File: config.mk
export PLATFORM = sky130hd
export DESIGN_NAME = i2c_capture_ctrl
export DESIGN_NICKNAME = d
export VERILOG_FILES = /design/src/rtl/i2c_capture_ctrl_pkg.sv /design/src/rtl/i2c_capture_ctrl_capture_buffer.sv /design/src/rtl/i2c_capture_ctrl.sv
export SDC_FILE = /design/constraint.sdc
export NUM_CORES = 1
export LEC_CHECK = 0
export CORE_ASPECT_RATIO = 0.8
export CORE_UTILIZATION = 25
export DETAILED_ROUTE_END_ITERATION = 8
export PLACE_DENSITY = 0.45
export SYNTH_ARGS = -nofsm -noshare
export SYNTH_HDL_FRONTEND = slang
export SYNTH_SLANG_ARGS = --single-unit
File: constraint.sdc
create_clock -name clk -period 4.2 [get_ports clk]
set_clock_uncertainty 0.1 [all_clocks]
set_input_delay 0.84 -clock clk [delete_from_list [all_inputs] [get_ports clk]]
set_output_delay 0.84 -clock clk [all_outputs]
set_load 0.02 [all_outputs]
File: src/rtl/i2c_capture_ctrl_pkg.sv
// rtl/i2c_capture_ctrl_pkg.sv - shared state encodings and trigger compare for the capture controller
package i2c_capture_ctrl_pkg;

  localparam int LA_BYTE_W = 8;

  typedef enum logic [1:0] {
    LA_IDLE    = 2'd0,
    LA_ARMED   = 2'd1,
    LA_CAPTURE = 2'd2,
    LA_DONE    = 2'd3
  } la_state_t;

  // A cleared mask bit means "don't care", so an all-zero mask matches any byte.
  function automatic logic trigger_hit(input logic [LA_BYTE_W-1:0] data,
                                       input logic [LA_BYTE_W-1:0] value,
                                       input logic [LA_BYTE_W-1:0] mask);
    return ((data ^ value) & mask) == '0;
  endfunction

endpackage

File: src/rtl/i2c_capture_ctrl_capture_buffer.sv
// rtl/i2c_capture_ctrl_capture_buffer.sv - DEPTH x byte register array, one write port, async read port
module capture_buffer
  import i2c_capture_ctrl_pkg::*;
#(
  parameter int DEPTH = 8,
  localparam int AW = $clog2(DEPTH)
) (
  input  logic                 clk,
  input  logic                 rst,
  input  logic                 wr_en,
  input  logic [AW-1:0]        wr_addr,
  input  logic [LA_BYTE_W-1:0] wr_data,
  input  logic [AW-1:0]        rd_addr,
  output logic [LA_BYTE_W-1:0] rd_data
);

  logic [LA_BYTE_W-1:0] mem [DEPTH];

  always_ff @(posedge clk or posedge rst) begin
    if (rst) begin
      for (int i = 0; i < DEPTH; i++) begin
        mem[i] <= '0;
      end
    end else if (wr_en) begin
      mem[wr_addr] <= wr_data;
    end
  end

  assign rd_data = mem[rd_addr];

endmodule

File: src/rtl/i2c_capture_ctrl.sv
// rtl/i2c_capture_ctrl.sv - arm/trigger/capture/drain sequencer for one i2c_decoder
module i2c_capture_ctrl
  import i2c_capture_ctrl_pkg::*;
#(
  parameter int DEPTH = 8,
  localparam int AW = $clog2(DEPTH)
) (
  input  logic                 clk,
  input  logic                 rst,
  input  logic                 arm,
  input  logic                 abort,
  input  logic [7:0]           trig_value,
  input  logic [7:0]           trig_mask,
  input  logic [AW:0]          cap_len,
  input  logic [7:0]           dec_data,
  input  logic                 dec_detected,
  output logic                 dec_detect_only,
  input  logic                 rd_en,
  output logic [7:0]           rd_data,
  output logic                 rd_empty,
  output logic [1:0]           state_o,
  output logic                 done,
  output logic [7:0]           event_cnt
);

  localparam logic [AW:0] DEPTH_L = (AW+1)'(DEPTH);

  la_state_t   state;
  logic [AW:0] wr_cnt;
  logic [AW:0] rd_ptr;
  logic [AW:0] len_q;
  logic        hit;
  logic        can_arm;
  logic        wr_en;

  assign hit     = trigger_hit(dec_data, trig_value, trig_mask);
  assign can_arm = (state == LA_IDLE) || (state == LA_DONE);
  // Arm only acts in IDLE/DONE, where nothing is written, so only abort can block a write.
  assign wr_en   = !abort && dec_detected &&
                   (((state == LA_ARMED) && hit) || (state == LA_CAPTURE));

  assign rd_empty = (rd_ptr == wr_cnt);
  assign state_o  = state;
  assign done     = (state == LA_DONE);

  always_ff @(posedge clk or posedge rst) begin
    if (rst) begin
      state           <= LA_IDLE;
      dec_detect_only <= 1'b1;
      wr_cnt          <= '0;
      rd_ptr          <= '0;
      len_q           <= DEPTH_L;
      event_cnt       <= 8'h00;
    end else begin
      // Follows the state one clock behind so the decoder freezes after entry to DONE.
      dec_detect_only <= can_arm;
      if (abort) begin
        state  <= LA_IDLE;
        wr_cnt <= '0;
        rd_ptr <= '0;
      end else if (arm && can_arm) begin
        state     <= LA_ARMED;
        wr_cnt    <= '0;
        rd_ptr    <= '0;
        event_cnt <= 8'h00;
        len_q     <= ((cap_len == '0) || (cap_len > DEPTH_L)) ? DEPTH_L : cap_len;
      end else begin
        if (dec_detected && (state != LA_IDLE) && (event_cnt != 8'hFF)) begin
          event_cnt <= event_cnt + 8'd1;
        end
        case (state)
          LA_ARMED: begin
            if (dec_detected && hit) begin
              wr_cnt <= (AW+1)'(1);
              state  <= (len_q == (AW+1)'(1)) ? LA_DONE : LA_CAPTURE;
            end
          end
          LA_CAPTURE: begin
            if (dec_detected) begin
              wr_cnt <= wr_cnt + 1'b1;
              if ((wr_cnt + 1'b1) == len_q) begin
                state <= LA_DONE;
              end
            end
          end
          LA_DONE: begin
            if (rd_en && !rd_empty) begin
              rd_ptr <= rd_ptr + 1'b1;
            end
          end
          default: ;
        endcase
      end
    end
  end

  capture_buffer #(.DEPTH(DEPTH)) u_buffer (
    .clk     (clk),
    .rst     (rst),
    .wr_en   (wr_en),
    .wr_addr (wr_cnt[AW-1:0]),
    .wr_data (dec_data),
    .rd_addr (rd_ptr[AW-1:0]),
    .rd_data (rd_data)
  );

endmodule

== Word-level counts from Yosys, hierarchy flattened ==
Index checks and enable logic that the tools add are counted.
Storage, ports and cells
  register bits: 87
  logic and storage cells: 88
Operators by class
  $add $sub $neg: 3
  order comparisons: 4
  equal/unequal tests: 10
  muxes and demuxes: 25
  bitwise operators: 5
  reduce and logical (&&, ||, !) cells: 27
Operator list (number)
  64-bit bitwise mux: 1
  8-bit two-way mux: 5
  4-bit two-way mux: 9
  8-bit binary-select mux with 3-bit select: 1
  8-bit demux with 3-bit select: 1
  2-bit two-way mux: 5
  1-bit logical AND: 9
  4-bit by 1-bit adder with 4-bit output, second input constant: 2
  8-bit by 1-bit adder with 8-bit output, second input constant: 1
  8-bit AND: 1
  4-bit equality test: 2
  4-bit >= comparator, second input constant: 2
  8-bit logical NOT: 1
  4-bit by 2-bit != test with 1-bit output, second input constant: 2
  8-bit != test, second input constant: 1
  3-bit inverter with 4-bit output: 2
  4-bit case mux with 2 select lines: 1
  8-bit XOR: 1
  2-bit AND reduction: 3
  3-bit nonzero test: 2
  2-bit equality test, second input constant: 2
  4-bit by 1-bit equality test with 1-bit output, second input constant: 1
  4-bit greater-than comparator, second input constant: 1
  4-bit logical NOT: 1
  13 further kinds: 17

== Depth between registers and ports, before layout ==
Gate-level depths: netlist of run 1.
  word-level depth: 8
  mapped depth: 9

== Cells and area by module ==
A second synthesis of run 1 with hierarchy kept.
Unflattened totals
  cell total of the unflattened synthesis: 328
  area total of the unflattened synthesis: 4465.5 um^2
Modules (own cells, without submodules)
  capture_buffer: instances 1, cells each 173, area an instance 3009.1 um^2, seq. area each 1601.5 um^2
  i2c_capture_ctrl: instances 1, cells each 155, area an instance 1456.4 um^2, seq. area each 578.1 um^2

== Worst setup path after synthesis of run 1 ==
Ideal clock, no wire load.
  kind: register to output
  start: reg rd_ptr[0]
  end: out rd_data[1]
  arrival: 2.126 ns
  path slack: 1.134 ns
  cell stages (with the launch flop): 5
  buffers on the path: 2
  cells stage by stage: dfrtp_1 clkbuf_1 clkbuf_1 mux4_2 mux2_2
On the way
  longest elaborated chain between the ends: 4
Ends and longest elaborated chain
  start: declaration: RTL line i2c_capture_ctrl.sv:30  | logic [AW:0] rd_ptr;
  start signal: assignment: RTL line i2c_capture_ctrl.sv:88  | rd_ptr <= rd_ptr + 1'b1;
  3-bit inverter with 4-bit output (implied by the code): RTL line i2c_capture_ctrl_capture_buffer.sv:29  | assign rd_data = mem[rd_addr];
  8-bit binary-select mux with 3-bit select: RTL line i2c_capture_ctrl_capture_buffer.sv:29
  8-bit two-way mux (implied by the code) (2 in a row): RTL line i2c_capture_ctrl_capture_buffer.sv:29
  end: declaration: RTL line i2c_capture_ctrl.sv:19  | output logic [7:0] rd_data,
Every way passes these cells. The select of a mux whose other input is x is not followed.

== Final worst setup path of run 1 ==
  start: in dec_data[3]
  end: reg u_buffer.mem[53] (netlist name)
On the way
  longest elaborated chain between the ends: 6
Ends and longest elaborated chain
  start: declaration: RTL line i2c_capture_ctrl.sv:15  | input logic [7:0] dec_data,
  8-bit XOR: RTL line i2c_capture_ctrl_pkg.sv:17  | return ((data ^ value) & mask) == '0;
  8-bit AND: RTL line i2c_capture_ctrl_pkg.sv:17
  8-bit logical NOT: RTL line i2c_capture_ctrl_pkg.sv:17
  1-bit logical AND: RTL line i2c_capture_ctrl.sv:40  | (((state == LA_ARMED) && hit) || (state == LA_CAPTURE));
  1-bit logical OR: RTL line i2c_capture_ctrl.sv:40
  1-bit logical AND: RTL line i2c_capture_ctrl.sv:39  | assign wr_en = !abort && dec_detected &&
  end signal: indexed assignment: RTL line i2c_capture_ctrl_capture_buffer.sv:25  | mem[wr_addr] <= wr_data;
  end: declaration: RTL line i2c_capture_ctrl_capture_buffer.sv:17  | logic [LA_BYTE_W-1:0] mem [DEPTH];
Every way passes these cells.
A chain may end at the register's enable or synchronous reset.

==> tab_implementation.tex, run 1 <==
\begin{tabular}{lr}
\hline
Metric & Value \\
\hline
\multicolumn{2}{l}{\textbf{Placed design}} \\
\quad DP Worst Slack & 285 ps \\
\quad Final GP Congestion & 0.769 \\
\quad Port buffer count & 54 \\
\quad Post-DP HPWL & 7760 µm \\
\quad Post-detailed-placement cell area & 5440 µm² \\
\multicolumn{2}{l}{\textbf{Flow run}} \\
\quad Number of max-cap violations & 0 \\
\multicolumn{2}{l}{\textbf{Logic synthesis}} \\
\quad Main synth FF type & dfrtp\_1 \\
\quad Largest cells by area after synthesis & dfrtp\_1 46\%, mux2\_4 10\%, mux2\_2 9.8\% \\
\quad Most frequent cell after synthesis & dfrtp\_1 \\
\quad Most area-hungry cell type in the Yosys netlist & dfrtp\_1 \\
\quad Share of synthesized area occupied by flip-flops and latches & 47.3\% \\
\quad Synthesized netlist net count & 392 \\
\quad Synthesized instance count & 350 \\
\quad Number of warnings printed during yosys synthesis & 0 \\
\quad Share of flip-flops with an asynchronous set or reset & 100\% \\
\quad Count of flip-flops with a built-in enable after synthesis & 0 \\
\quad Syn avg cell area & 13.2 µm² \\
\quad Most numerous cell types in the synthesized netlist & 85 x dfrtp\_1, 40 x mux2\_2, 32 x mux2\_4, 18 x nand2\_1, 17 x xor2\_1 \\
\quad Synthesized flop and latch total & 87 \\
\quad Netlist area before placement & 4610 µm² \\
\quad Area share of the largest cell type after synthesis & 46.2\% \\
\quad Number of distinct standard cells referenced by the synthesized netlist & 51 \\
\multicolumn{2}{l}{\textbf{Hold path}} \\
\quad Startpoint of the most critical hold path & u\_buffer.mem[0] \\
\quad Hold path endpoint & u\_buffer.mem[0] \\
\quad Hold-critical path depth & 1 \\
\quad Hold/Removal Path Class & flop to flop \\
\multicolumn{2}{l}{\textbf{STA}} \\
\quad Final setup violating endpoints & 0 \\
\quad Relative slew margins & 57.1\% \\
\quad Final critical-path required period & 3500 ps \\
\quad Unrepaired setup endpoints after global routing & false \\
\quad Worst-case setup margin in the final layout & 698 ps \\
\quad Total count of max-transition violations in the final report & 0 \\
\quad Max Clk Rate & 0.286 GHz \\
\quad Worst Hold Margin & 400 ps \\
\quad Number of hold violations in the final report & 0 \\
\quad Final period util & 83.4\% \\
\quad Post-route setup TNS & 0 ps \\
\quad Tightest Pin Transition & 644 ps \\
\multicolumn{2}{l}{\textbf{Routing}} \\
\quad Routed WL & 10,900 µm \\
\quad Wire per inst & 16.9 µm \\
\quad Vias after detailed routing & 2,893 \\
\quad Vias per std cell & 4.51 \\
\quad DRT antenna net count & 0 \\
\quad Detailed-router iteration count before antenna repair & 4 \\
\quad DRC violations left & 0 \\
\quad 1st-iter DRT viols & 159 \\
\multicolumn{2}{l}{\textbf{Floorplanning}} \\
\quad Die Wd & 154 µm \\
\quad Vertical extent of the die & 123 µm \\
\quad Core box area & 18,100 µm² \\
\quad I/O Pins & 55 \\
\quad Std-Cell Rows & 44 \\
\quad DIE AREA & 19,000 µm² \\
\quad Starting density of the core & 25.4\% \\
\multicolumn{2}{l}{\textbf{Clocking}} \\
\quad Post\_cts resized & 0 \\
\quad Clk pin slew, worst setup/hold paths & 60 ps \\
\quad Sink Count & 87 \\
\quad Quantity of hold-fixing buffers added after cts & 0 \\
\quad Root Buffer Master & clkbuf\_16 \\
\quad Clock Tree Buf Depth & 2 \\
\quad Clock latency of the later-clocked register in the worst-skew pair & 340 ps \\
\quad Post CTS Setup Buffer Count & 0 \\
\quad Clock H-tree levels & 3 \\
\quad CTS tree & built \\
\quad Total clock buffers created by CTS & 9 \\
\multicolumn{2}{l}{\textbf{Status}} \\
\quad Status & completed \\
\multicolumn{2}{l}{\textbf{Power and ir drop}} \\
\quad Portion of total power attributed to combinational logic & 32.0\% \\
\quad Overall power & 3030 µW \\
\quad Internal & 2110 µW \\
\quad Clock power share & 29.7\% \\
\quad Static leakage & 0.00264 µW \\
\quad Switching Share & 30.3\% \\
\quad Switching component of the power & 917 µW \\
\quad Power Dens Cells & 524 nW/µm² \\
\quad IR drop worst, VDD & 0.161 mV \\
\quad Sequential Power Share & 38.3\% \\
\multicolumn{2}{l}{\textbf{GRT}} \\
\quad Antenna violations before repair & 0 \\
\quad Number of global-route vias before repair & 3,005 \\
\quad Maximum number of pins on one net before global-route repair & 36 \\
\quad Total global routing track utilization & 12.5\% \\
\quad Wire length of the first global-routing pass & 17,700 µm \\
\quad GR Overflow Total & 0 \\
\multicolumn{2}{l}{\textbf{Finish}} \\
\quad FILL cells & 1,794 \\
\quad Layout cell share with drive strength beyond 1 & 32.8\% \\
\quad Diodes inserted & 0 \\
\quad Sequential Area & 2180 µm² \\
\quad Layout overhead on the synthesized area & 25.5\% \\
\quad Area taken by multi-input logic gates & 2260 µm² \\
\quad Fin area & 5780 µm² \\
\quad Number of nets at the end of the flow & 449 \\
\multicolumn{2}{l}{\textbf{Worst setup path}} \\
\quad Worst path arrival time & 3630 ps \\
\quad Critical Path Start Type & input pin \\
\quad Data required time at the worst endpoint & 4330 ps \\
\quad Critical path fanouts, max & 9 \\
\quad Reg-to-reg startpoint & state\_o[1] \\
\quad Worst Reg-to-Reg Cells & 7 \\
\quad Type of the worst setup path & input pin to flop \\
\quad Endpoint type of the worst setup path & flop \\
\quad Terminus of the critical flop-to-flop path & u\_buffer.mem[53] \\
\quad Worst reg-to-reg setup slack & 1660 ps \\
\hline
\end{tabular}
==> cell families (layout without fill, tap and decap cells) <==
group	after synthesis	count (layout)	share of synthesized area, %
flip-flops	87	87	47.3
buffers and inverters	35	97	3.80
adder cells (fa/ha/maj)	8	8	2.17
multiplexers	89	89	28.2
XOR/XNOR	22	22	4.18
AO/OA/AOI/OAI	38	38	5.73
AND/OR/NAND/NOR	71	71	8.56
==> worst max-delay path, stage by stage <==
cell and delay [ps]:
clkdlybuf4s50_1 570, xor2_1 230, a222oi_1 330, and3_1 320, a21oi_2 160, or4_1 790, mux2_4 400
==> metal layers <==
metal	vias to the layer above	global-route usage, %	part of all wire (%)	wire, µm
met2	26	19.1	46	4970
met3	12	1.93	2.1	223
met1	1481	17.6	50	5490
met4	0	5.63	1.8	194
met5	-	0	0	0
li1	1374	-	-	-
==> placed cells by master (no fill, tap or decap), types with 2 or more instances in the layout <==
| cell type | count |
|---|---|
| or2_2 | 2 |
| mux4_2 | 16 |
| nand2_1 | 18 |
| clkdlybuf4s50_1 | 54 |
| xor2_1 | 17 |
| dfrtp_1 | 85 |
| buf_4 | 20 |
| xnor2_1 | 5 |
| clkbuf_8 | 2 |
| and3_1 | 3 |
| mux2_4 | 32 |
| or3_1 | 3 |
| clkbuf_16 | 9 |
| o31ai_1 | 5 |
| a21oi_1 | 5 |
| nand3_1 | 5 |
| o21ai_0 | 15 |
| mux2_2 | 40 |
| nor3_1 | 2 |
| nor2_1 | 15 |
| bufinv_16 | 2 |
| inv_1 | 6 |
| dfstp_2 | 2 |
| nand4_1 | 4 |
| inv_6 | 2 |
| o22a_1 | 2 |
| or4b_1 | 2 |
| ha_1 | 8 |
| nand2b_1 | 6 |
==> cell type report <==
type	instances	area share, %
clock inverters	5	1.49
inverters	7	0.476
well taps	230	4.98
repair buffers	74	11.9
clock buffers	11	4.37
flip-flops and latches	87	37.7
multi-input cells	228	39.1
==> stage by stage <==
stage                     util (%)  cells
after CTS                     31.9    642
after global placement        30.1    626
after global routing          31.9    642
final                         31.9    642
after detailed placement      30.1    626
after floorplan                  -    350
==> flip-flops by register name, indices dropped and copies added (netlist names) <==
signal and flops:
len_q 4, u_buffer.mem 64, event_cnt 8, dec_detect_only 1, wr_cnt 4, state_o 2, rd_ptr 4
==> worst max-delay path by stage <==
stage	cells past startpoint	end	slack, ps	from
3_5_place_dp	7	u_buffer.mem[48]	280	dec_data[3]
5_1_grt	7	u_buffer.mem[50]	570	dec_data[3]
4_1_cts	7	u_buffer.mem[48]	670	dec_data[3]
2_1_floorplan	1	event_cnt[0]	1010	rst
3_3_place_gp	7	u_buffer.mem[55]	370	dec_data[3]
6_report	7	u_buffer.mem[53]	700	dec_data[3]
==> power by group through the flow <==
stage                     clock network [µW]  logic (µW)  registers (µW)
after floorplan                            0         659            1150
after global placement                     0         969            1170
after detailed placement                   0         983            1170
after CTS                                928         983            1160
after global routing                     965        1060            1190
final                                    899         970            1160
No activity file was read; power rests on OpenSTA's default activity.
==> run 2, diff against run 1 <==
clock period = 3.5 ns   (was 4.2 ns; I/O delays follow)
==> run 2 against run 1 <==
Effect of this change: first-iteration DRC count decreased by 22%; die area unchanged; count of clock-buffer cells in the layout decreased by 1; clock power increased by 5.6%; via count increased by 0.28%; critical endpoint is now rd_data[1]; largest power group unchanged.
==> tab_implementation.tex, run 2 (same netlist as run 1, synthesis figures left out) <==
\begin{tabular}{lr}
\hline
Metric & Value \\
\hline
\multicolumn{2}{l}{\textbf{Status}} \\
\quad Status & completed (unchanged) \\
\multicolumn{2}{l}{\textbf{Clocking}} \\
\quad Clock Tree Buf Depth & 2 (unchanged) \\
\quad Post\_cts resized & 0 (unchanged) \\
\quad Clock H-tree levels & 3 (unchanged) \\
\quad Post CTS Setup Buffer Count & 0 (unchanged) \\
\quad Sink Count & 87 (unchanged) \\
\quad Root Buffer Master & clkbuf\_16 (unchanged) \\
\quad Total clock buffers created by CTS & 9 (unchanged) \\
\quad Quantity of hold-fixing buffers added after cts & 0 (unchanged) \\
\quad Clk pin slew, worst setup/hold paths & 60 ps (about the same) \\
\quad Clock latency of the later-clocked register in the worst-skew pair & 340 ps (about the same) \\
\quad CTS tree & built (unchanged) \\
\multicolumn{2}{l}{\textbf{Worst setup path}} \\
\quad Ordered cell list for the critical path & buf\_4, mux4\_2, mux2\_2, clkdlybuf4s50\_1 (was clkdlybuf4s50\_1, xor2\_1, a222oi\_1, and3\_1, a21oi\_2, or4\_1, mux2\_4) \\
\quad Endpoint type of the worst setup path & output port (was flop) \\
\quad Gate family responsible for the most delay along the worst path & multiplexers (was simple AND/OR/NAND/NOR gates) \\
\quad Critical Path Start Type & flop (was input pin) \\
\quad Number of buffers and inverters on the critical path & 2 (was 1) \\
\quad Worst path arrival time & 2360 ps (was 3630 ps) \\
\quad Critical path fanouts, max & 12 (was 9) \\
\quad Type of the worst setup path & flop to output port (was input pin to flop) \\
\quad Critical Path Start & rd\_ptr[0] (was dec\_data[3]) \\
\quad Max stage delay on crit path & 550 ps (was 790 ps) \\
\quad Reg-to-reg startpoint & state\_o[1] (unchanged) \\
\quad Cell with the biggest individual delay on the critical path & mux4\_2 (was or4\_1) \\
\quad Data required time at the worst endpoint & 2700 ps (was 4330 ps) \\
\multicolumn{2}{l}{\textbf{STA}} \\
\quad Number of hold violations in the final report & 0 (unchanged) \\
\quad Final critical-path required period & 3160 ps \\
\quad Relative slew margins & 56.2\% (was 57.1\%) \\
\quad Max Clk Rate & 0.316 GHz \\
\quad Post-route setup TNS & 0 ps (unchanged) \\
\quad Tightest Pin Transition & 657 ps (was 644 ps) \\
\quad Final period util & 90.3\% \\
\quad Total count of max-transition violations in the final report & 0 (unchanged) \\
\quad Final setup violating endpoints & 0 (unchanged) \\
\quad Unrepaired setup endpoints after global routing & false (unchanged) \\
\quad Worst Hold Margin & 400 ps (about the same) \\
\quad Worst-case setup margin in the final layout & 340 ps (was 698 ps) \\
\multicolumn{2}{l}{\textbf{Floorplanning}} \\
\quad Starting density of the core & 25.4\% (unchanged) \\
\quad Core box area & 18,100 µm² (unchanged) \\
\quad Std-Cell Rows & 44 (unchanged) \\
\quad I/O Pins & 55 (unchanged) \\
\quad Die Wd & 154 µm (unchanged) \\
\quad DIE AREA & 19,000 µm² (unchanged) \\
\quad Vertical extent of the die & 123 µm (unchanged) \\
\multicolumn{2}{l}{\textbf{Finish}} \\
\quad Layout cell share with drive strength beyond 1 & 33.3\% (was 32.8\%) \\
\quad Diodes inserted & 0 (unchanged) \\
\quad Commonest cells after routing, fill and taps aside & 85 x dfrtp\_1, 54 x clkdlybuf4s50\_1, 40 x mux2\_2 (unchanged) \\
\quad Max reg flops & 64 (unchanged) \\
\quad Layout overhead on the synthesized area & 25.7\% (was 25.5\%) \\
\quad Number of nets at the end of the flow & 455 (was 449) \\
\quad Top register by number of flip-flops & u\_buffer.mem (unchanged) \\
\quad Biggest regs & u\_buffer.mem x64, event\_cnt x8 (unchanged) \\
\quad Final Instance Count excl. Fillers & 647 (was 642) \\
\quad Most frequent standard cell in the layout excluding fill and tap cells & dfrtp\_1 (unchanged) \\
\multicolumn{2}{l}{\textbf{Hold path}} \\
\quad Startpoint of the most critical hold path & u\_buffer.mem[3] (was u\_buffer.mem[0]) \\
\quad Hold/Removal Path Class & flop to flop (unchanged) \\
\multicolumn{2}{l}{\textbf{Routing}} \\
\quad DRT antenna net count & 0 (unchanged) \\
\quad DRC violations left & 0 (unchanged) \\
\quad Routed WL & 10,900 µm (about the same) \\
\quad Wire per inst & 16.8 µm (was 16.9 µm) \\
\quad Vias per std cell & 4.48 (was 4.51) \\
\quad Vias after detailed routing & 2,901 (was 2,893) \\
\quad 1st-iter DRT viols & 124 (was 159) \\
\quad Detailed-router iteration count before antenna repair & 4 (unchanged) \\
\multicolumn{2}{l}{\textbf{Flow run}} \\
\quad Number of max-cap violations & 0 (unchanged) \\
\multicolumn{2}{l}{\textbf{Placed design}} \\
\quad Number of placed cells counting well taps & 632 (was 626) \\
\quad DP Worst Slack & -8.12 ps (was 285 ps) \\
\quad Port buffer count & 54 (unchanged) \\
\quad Post-DP HPWL & 7870 µm (was 7760 µm) \\
\quad Final GP Congestion & 0.773 (was 0.769) \\
\multicolumn{2}{l}{\textbf{Power and ir drop}} \\
\quad Overall power & 3520 µW (was 3030 µW) \\
\quad Static leakage & 0.00264 µW (about the same) \\
\quad IR drop worst, VDD & 0.199 mV (was 0.161 mV) \\
\quad Power Dens Cells & 607 nW/µm² (was 524 nW/µm²) \\
\multicolumn{2}{l}{\textbf{GRT}} \\
\quad GR Overflow Total & 0 (unchanged) \\
\quad Number of global-route vias before repair & 3,012 (was 3,005) \\
\quad Total global routing track utilization & 12.7\% (was 12.5\%) \\
\quad Antenna violations before repair & 0 (unchanged) \\
\quad Wire length of the first global-routing pass & 17,700 µm (about the same) \\
\quad Maximum number of pins on one net before global-route repair & 33 (was 36) \\
\hline
\end{tabular}
-- run 2: where the power goes --
part	switching, µW	leakage [µW]	internal [µW]
Clock	399	0.000139	550
Combinational	528	0.00133	646
Sequential	166	0.00117	1230
Total	1090	0.00264	2420
-- run 2: cell type report --
type / instances / area, µm²
clock buffer: 10 / 229
sequential: 87 / 2180
clock inverter: 5 / 60.1
tap: 230 / 288
inverter: 7 / 27.5
multi-input combinational: 228 / 2260
timing repair buffer: 80 / 748
fill: 1762 / 12300
-- run 2: worst paths after layout --
check,endpoint,slack (ps),cells past startpoint
worst min register to register,u_buffer.mem[3],400,1
min in group asynchronous,rd_ptr[3],660,2
max in group asynchronous,u_buffer.mem[27],1940,3
worst min-delay path,u_buffer.mem[3],400,1
worst max-delay path,rd_data[1],340,4
worst max register to register,u_buffer.mem[2],1100,7
-- run 2: through the flow --
stage	util, %	instance area [µm²]
detailed placement	30.4	5500
finish	32.0	5790
CTS	32.0	5790
global route	32.0	5790
floorplan	-	4610
global placement	30.4	5500
-- run 2: per-layer routing --
metal / GRT usage [%] / wire (µm) / vias up
met4: 4.69 / 146 / 0
met5: 0 / 0 / -
met2: 19.5 / 5000 / 36
met1: 17.4 / 5490 / 1470
met3: 2.73 / 256 / 10
li1: - / - / 1385
==> RTL change (flow settings as in run 2) <==
Make the reset (`rst`) synchronous in 2 clocked blocks. Comments in the files are not updated.
--- a/src/rtl/i2c_capture_ctrl_capture_buffer.sv
+++ b/src/rtl/i2c_capture_ctrl_capture_buffer.sv
@@ -16,7 +16,7 @@
 
   logic [LA_BYTE_W-1:0] mem [DEPTH];
 
-  always_ff @(posedge clk or posedge rst) begin
+  always_ff @(posedge clk) begin
     if (rst) begin
       for (int i = 0; i < DEPTH; i++) begin
         mem[i] <= '0;
--- a/src/rtl/i2c_capture_ctrl.sv
+++ b/src/rtl/i2c_capture_ctrl.sv
@@ -43,7 +43,7 @@
   assign state_o  = state;
   assign done     = (state == LA_DONE);
 
-  always_ff @(posedge clk or posedge rst) begin
+  always_ff @(posedge clk) begin
     if (rst) begin
       state           <= LA_IDLE;
       dec_detect_only <= 1'b1;
Check against the original RTL: differs if rst is asserted again (counterexample within 4 cycles, from zero or initial values and one cycle with rst high); with rst held inactive, the same outputs for 4 cycles.
==> RTL change against run 2 <==
Wire length is 4.2% higher. Sequential cell count is 3 higher. Area after synthesis is 4.0% lower. Synthesized cell count is 4.6% higher. Highest routed layer unchanged. Count of clock-buffer cells in the layout is 1 lower. Global-route usage is 0.67 points higher. Via count is 4.2% higher. Cell count is 1.7% higher. Largest cell class is now sequential cells. Setup slack worse by 46 ps. Design area is 3.5% lower. Critical path depth stayed put.
Power is not compared: it rests on default switching activity, and its combinational part moved more than twofold at a synthesized area within 25%.
==> RTL change: results (changes against run 2) <==
[synthesis]
synth-edff-count = 64  ; +64
synthTopCellsByCount = 83 x nor2_1, 64 x edfxtp_1, 30 x nand2_1
syn_nets = 409  ; +4.3%
synth_area_leaders = edfxtp_1 43%, dfxtp_1 12%, mux4_2 8.1%, nor2_1 7.0%, xor2_1 3.6%
ys_seq_area_frac = 0.552  ; +0.0791
synthArstFlopShare = 0  ; -1.00
synth.distinct_cells = 46  ; -9.8%

[global_routing]
met1_usage = 0.188  ; +0.0137
grt_max_degree = 19  ; -42%
gr-usage-all-layers = 0.133  ; +0.00669
use_met3 = 0.0320  ; +0.00462
grt_pass1_vias = 3127  ; +3.8%
use_met2 = 0.205  ; +0.00990
grt_pass1_wl_um = 18000  ; +1.6%

[placed_design]
place.gp.congestion = 0.779  ; +0.78%
dp_hpwl_um = 7920  ; +0.74%

[cells_and_area]
fin_nets = 471  ; +3.5%
fill_cells = 1776  ; +0.79%
drive_above_1_share = 0.150  ; -0.183
antennaDiodeCount = 0  ; unchanged

[run_status]
outcome = completed

[route]
vias = 3023  ; +4.2%
post_drt_wl_per_cell_um = 17.3  ; +2.5%
drtIter0Drc = 180  ; +45%

[timing]
worst_slew_pin_slew_ps = 529  ; -128 ps

[setup_path]
path_max_fanout = 16  ; +4
crit_arrival_ps = 2410  ; +50 ps

[pwr]
leakage_nw = 1.94

## RTL change: cell types whose count changed after synthesis, moves of 4 or more
cell / delta
a22oi_1: +5
dfrtp_1: -85
dfxtp_1: +26
o21ai_0: -11
mux2_2: -32
nor2_1: +68
edfxtp_1: +64
clkbuf_1: -9
o21bai_1: +9
nand2_1: +12
nand3_1: +4
mux2_4: -32
## RTL change: stage by stage
step	instance area (um2)	power, mW	cells	worst slack [ps]	hold slack, ps
detailed placement	5240	1.38	642	49.0	380
global route	5590	2.57	658	181	402
global placement	5240	1.38	642	92.3	375
floorplan	4420	1.28	366	928	352
finish	5590	2.49	658	294	387
CTS	5590	2.51	658	229	390
## RTL change: final cells by class
class                   count  area [um2]  share of cell area
clock buffers               9         225              0.0403
clock inverters             7         124              0.0222
inverters                   5        18.8             0.00336
multi-input cells         253        1840               0.330
flip-flops and latches     90        2440               0.437
well taps                 225         282              0.0504
repair buffers             69         653               0.117
## RTL change: power by group
| group | internal, mW | switching (mW) | total, mW |
|---|---|---|---|
| combinational | 0.0844 | 0.0898 | 0.174 |
| sequential | 1.17 | 0.0123 | 1.18 |
| clock | 0.705 | 0.433 | 1.14 |
| total | 1.96 | 0.535 | 2.49 |
## RTL change: logic make-up after synthesis
group | synth area share
adders and majority gates | 0.0255
AOI/OAI and AO/OA | 0.0642
DFF | 0.552
xor gates and xnor gates | 0.0515
muxes | 0.111
buffers and inverters | 0.0317
and+or+nand+nor | 0.164
## RTL change: layer usage
metal  vias to the layer above  wire length (um)
li1                       1435                 -
met1                      1496              5710
met2                        83              5000
met3                         9               530
met4                         0               106
met5                         -                 0
## RTL change: path summary, 6_finish.rpt
path                                              start                   endpoint  slack (ps)  depth (start not counted)
worst min register to register    len_q[0]$_SDFFE_PP0P_      len_q[0]$_SDFFE_PP0P_         390                          2
worst min-delay path              len_q[0]$_SDFFE_PP0P_      len_q[0]$_SDFFE_PP0P_         390                          2
worst max-delay path                          flip-flop                 rd_data[2]         290                          4
worst max register to register  state_o[0]$_SDFFE_PP0P_  event_cnt[7]$_SDFFE_PP0P_        1310                          7
## RTL change: worst max-delay path, cell delays in order (launching register included)
cell,delay [ps]
dfxtp_1,310
buf_4,330
mux4_2,590
mux2_2,300
clkdlybuf4s50_1,540
